==> config.mk <==
export PLATFORM = sky130hd
export DESIGN_NAME = omux_arbiter
export DESIGN_NICKNAME = d
export VERILOG_FILES = /design/src/rtl/omux_arbiter.sv
export SDC_FILE = /design/constraint.sdc
export NUM_CORES = 1
export LEC_CHECK = 0
export CORE_MARGIN = 5
export CORE_UTILIZATION = 44
export CTS_CLUSTER_DIAMETER = 80
export DETAILED_ROUTE_END_ITERATION = 8
export HOLD_SLACK_MARGIN = 0.05
export PLACE_DENSITY = 0.87
export RECOVER_POWER = 25
export SLEW_MARGIN = 10
export SYNTH_ARGS = -nofsm -noshare
export SYNTH_HDL_FRONTEND = slang
export SYNTH_SLANG_ARGS = --single-unit
==> constraint.sdc <==
create_clock -name clk_i -period 2.9 [get_ports clk_i]
set_input_delay 0.58 -clock clk_i [delete_from_list [all_inputs] [get_ports clk_i]]
set_output_delay 0.58 -clock clk_i [all_outputs]
set_load 0.02 [all_outputs]
==> src/rtl/omux_arbiter.sv <==
// Round-robin, packet-locked arbiter sharing the FT2232 host-write path between
// NREQ byte-stream requesters; every output is registered.
module omux_arbiter #(
    parameter int NREQ = 2
) (
    input  logic                clk_i,
    input  logic                reset_i,
    input  logic [NREQ-1:0]     req_i,
    input  logic [8*NREQ-1:0]   data_i,
    output logic [NREQ-1:0]     sel_o,
    input  logic                out_rdy_i,
    output logic [7:0]          out_data_o,
    output logic                out_wr_o,
    output logic [NREQ-1:0]     grant_o,
    output logic                busy_o
);

    localparam int IW = (NREQ > 1) ? $clog2(NREQ) : 1;

    typedef enum logic [1:0] {
        S_IDLE,
        S_WAIT,
        S_SEL,
        S_WR
    } state_t;

    state_t          state_q, state_d;
    logic [IW-1:0]   rr_last_q, rr_last_d;
    logic [IW-1:0]   idx_q, idx_d;
    logic            final_q, final_d;

    logic [NREQ-1:0] sel_d, grant_d;
    logic [7:0]      data_d;
    logic            wr_d, busy_d;

    logic            pick_valid;
    logic [IW-1:0]   pick_idx;
    logic [IW-1:0]   cand;

    // Scan from the farthest candidate to the nearest so the nearest requester
    // after rr_last is the one left standing.
    always_comb begin
        pick_valid = 1'b0;
        pick_idx   = '0;
        cand       = '0;
        for (int i = NREQ; i >= 1; i--) begin
            cand = IW'((int'(rr_last_q) + i) % NREQ);
            if (req_i[cand]) begin
                pick_valid = 1'b1;
                pick_idx   = cand;
            end
        end
    end

    always_comb begin
        // NOTE: every signal gets a default before the case so no path leaves it
        // unassigned; a missing default here would infer a latch.
        state_d   = state_q;
        rr_last_d = rr_last_q;
        idx_d     = idx_q;
        final_d   = final_q;
        sel_d     = '0;
        wr_d      = 1'b0;
        data_d    = out_data_o;
        grant_d   = grant_o;
        busy_d    = busy_o;

        unique case (state_q)
            S_IDLE: begin
                if (pick_valid) begin
                    idx_d   = pick_idx;
                    grant_d = NREQ'(1) << pick_idx;
                    busy_d  = 1'b1;
                    state_d = S_WAIT;
                end
            end
            S_WAIT: begin
                if (out_rdy_i) begin
                    sel_d   = grant_o;
                    state_d = S_SEL;
                end
            end
            S_SEL: begin
                // The requester advances on this edge, so this is the byte it
                // was presenting during the select cycle.
                data_d  = data_i[{idx_q, 3'b000} +: 8];
                final_d = ~req_i[idx_q];
                wr_d    = 1'b1;
                state_d = S_WR;
            end
            S_WR: begin
                if (final_q) begin
                    rr_last_d = idx_q;
                    grant_d   = '0;
                    busy_d    = 1'b0;
                    state_d   = S_IDLE;
                end else if (out_rdy_i) begin
                    sel_d   = grant_o;
                    state_d = S_SEL;
                end else begin
                    state_d = S_WAIT;
                end
            end
            default: state_d = S_IDLE;
        endcase
    end

    // NOTE: sequential state uses non-blocking assignments so every register
    // samples the pre-edge values computed above.
    always_ff @(posedge clk_i or posedge reset_i) begin
        if (reset_i) begin
            state_q    <= S_IDLE;
            rr_last_q  <= IW'(NREQ - 1);
            idx_q      <= '0;
            final_q    <= 1'b0;
            sel_o      <= '0;
            out_wr_o   <= 1'b0;
            out_data_o <= 8'h00;
            grant_o    <= '0;
            busy_o     <= 1'b0;
        end else begin
            state_q    <= state_d;
            rr_last_q  <= rr_last_d;
            idx_q      <= idx_d;
            final_q    <= final_d;
            sel_o      <= sel_d;
            out_wr_o   <= wr_d;
            out_data_o <= data_d;
            grant_o    <= grant_d;
            busy_o     <= busy_d;
        end
    end

endmodule

==> out/metrics.cfg <==
[global_routing]
grt-ovfl-total=0
grt_pass1_wl_mm=3.070
top_usage_layer=met2
grt_max_degree=20
grt_util_met3=0.03601
grt_usage=0.1478
antenna_found_initial=0
grt_pass1_vias=741
met2_usage=0.2722
gr-usage-met1=0.1521

[clocking]
clk_pin_slew_ns=0.10
cts_made_buffers=3
clockRootBuffer=clkbuf_4
clock_latency_ns=0.29
cts_buffer_depth=2
cts_setup_buffers=0
cts_tree=yes
cts.sinks=19
hold_buffers=0
post_cts_resized=0
htreeDepth=1

[die]
fp-row-count=16
pin_count=35
initial_core_util=0.4487
die_width_um=54.04
die-area_sq_um=2920
core_sq_um=1902
die_h_um=54.04

[setup_path]
critical_path_class=register to output pin
arrival_ns=1.33
crit_family=buffers and inverters
cp_data_required_time_ns=2.32
slowest_delay_ns=0.63
slowest_stage=clkdlybuf4s50_1
cp_cell_sequence=clkdlybuf4s50_1
cp.buffers_inverters=1
crit_fanout=4
cp-start-kind=register
rrSetupSlack_ns=1.49
worstSetupEndpointType=output pin

[routing]
wl_per_cell_um=13.57
vias_per_cell=4.986
final_antenna_net_count=0
dr.first_iter.drc_count=5
postRouteWirelength_mm=1.914
drc_errors=0
firstDrtPassIters=4
vias=703

[yosys]
synth_xor_area_frac=0
yosysSeqAreaShare=0.5587
synth_fa_ha_area_frac=0
synth_area_sq_um=853.3
synth_top_family_by_area=compound AO/OA/AOI/OAI gates
synth-simple-area-share=0.1334
post_synth_mux_area_share=0.1070
synth_compound_area_frac=0.1569
syn_area_per_cell_sq_um=10.67
ys_warn_count=0
netlist-cell-type-count=24
synthesis.instances=80
ys_seq_elements=19
synth_fp_nets=101

[sta]
fmax_mhz=522.4
fin_setup_tns_ns=0
post-route-min-period_ns=1.914
setup_viol=0
slew_viol_final=0
clock_skew_ns=0.003241
tightest_slew_ns=0.6914
slew_headroom=0.5386
hold_viol_final=0
rsz0062_at_grt=false
timing.hold.ws_ns=0.5003
finalCritPeriodShare=0.6601

[cells_and_area]
drive_above_1_share=0.07895
diodes=0
nFillCells=156
nets=136
final_core_util=0.6461
syn_to_final_growth_pct=43.99

[place]
routabilityCongestion=0.8815
port_buffers=34

[pwr]
power_per_cell_area_nw_per_um2=997.2
p_leak_nw=0.5429
peakVddDrop_v=0.0006072

[job]
drv_cap=0

[outcome]
status=completed

[worst_hold_path]
min_path_type=register to register

[area by class of cell]
class / count / area [sq um] / share of cell area
clock inverter: 1 / 5.005 / 0.004073
sequential: 19 / 476.7 / 0.3880
multi-input combinational: 54 / 339.1 / 0.2760
timing repair buffer: 34 / 340.3 / 0.2770
inverter: 3 / 11.26 / 0.009165
tap: 27 / 33.78 / 0.02749
clock buffer: 3 / 22.52 / 0.01833
[flip-flops by register name, summed over array words and instances, names as in the netlist]
| signal | cells |
|---|---|
| out_data_o | 8 |
| rr_last_q | 1 |
| out_wr_o | 1 |
| busy_o | 1 |
| grant_o | 2 |
| final_q | 1 |
| state_q | 2 |
| idx_q | 1 |
| sel_o | 2 |
[kinds of logic after synthesis]
kind of cell	Yosys count
AOI/OAI and AO/OA	20
buffers and inverters	7
DFF	19
muxes	9
and+or+nand+nor	25
[cell usage in the layout (no fill, tap or decap), types with 2 or more instances in the layout]
cell type and instances:
dlygate4sd3_1 3, and4_1 2, nor2_1 3, o21ai_0 2, inv_1 3, dfrtp_1 18, clkbuf_4 3, nand2_1 15
o21ai_1 9, mux2i_1 8, clkdlybuf4s50_1 31, a21oi_1 2, nor3_1 2
[worst register-to-register path: cells and delay by family (launching register included)]
| kind | cells | cell delay, ns |
|---|---|---|
| AOI/OAI and AO/OA | 1 | 0.10 |
| and+or+nand+nor | 2 | 0.67 |
| DFF | 1 | 0.57 |
[per-stage QoR]
step | cells | worst slack, ns | total power [W] | area (sq um)
6_report | 141 | 0.9856 | 0.001225 | 1229
5_1_grt | 141 | 0.9220 | 0.001312 | 1229
4_1_cts | 141 | 0.9653 | 0.001245 | 1229
3_5_place_dp | 137 | 1.080 | 0.001113 | 1201
3_3_place_gp | 137 | 1.129 | 0.001088 | 1201
2_1_floorplan | 80 | 1.702 | 0.0008717 | 853.3
[cells in the mapped netlist]
library cell	number	area share
a211oi_1	1	0.0088
a21bo_1	1	0.012
a21oi_1	2	0.012
a221oi_2	1	0.018
and4_1	2	0.021
buf_2	3	0.018
buf_6	1	0.013
dfrtp_1	18	0.53
dfstp_2	1	0.031
inv_1	3	0.013
mux2_2	1	0.013
mux2i_1	8	0.094
nand2_1	15	0.066
nand2b_1	1	0.0073
nand3_1	1	0.0059
nand3b_1	1	0.0088
nor2_1	3	0.013
nor3_1	2	0.012
o21a_2	1	0.010
o21ai_0	2	0.012
o21ai_1	9	0.053
o21ba_1	1	0.012
o21ba_2	1	0.012
o21bai_1	1	0.0088
[path summary, 6_finish.rpt]
| path | startpoint | endpoint | cells past startpoint |
|---|---|---|---|
| worst min register to register | rr_last_q$_DFFE_PP1P_ | rr_last_q$_DFFE_PP1P_ | 2 |
| worst max-delay path | grant_o[0]$_DFFE_PP0P_ | grant_o[0] | 1 |
| worst min-delay path | rr_last_q$_DFFE_PP1P_ | rr_last_q$_DFFE_PP1P_ | 2 |
| min in group asynchronous | reset_i | out_wr_o$_DFF_PP0_ | 2 |
| max in group asynchronous | reset_i | sel_o[1]$_DFF_PP0_ | 2 |
| worst max register to register | state_q[0]$_DFFE_PP0P_ | out_data_o[1]$_DFFE_PP0P_ | 3 |
[per-layer routing]
metal | up-vias | wire length, um
met4 | 0 | 12
met5 | - | 0
met1 | 326 | 770
met2 | 27 | 946
li1 | 348 | -
met3 | 2 | 184
[power breakdown]
part / switching, W / internal, W / total (W)
clock network: 0.0000759 / 0.0000512 / 0.000127
registers: 0.000127 / 0.000389 / 0.000516
logic: 0.000289 / 0.000293 / 0.000582
(Power assumes the default switching activity.)
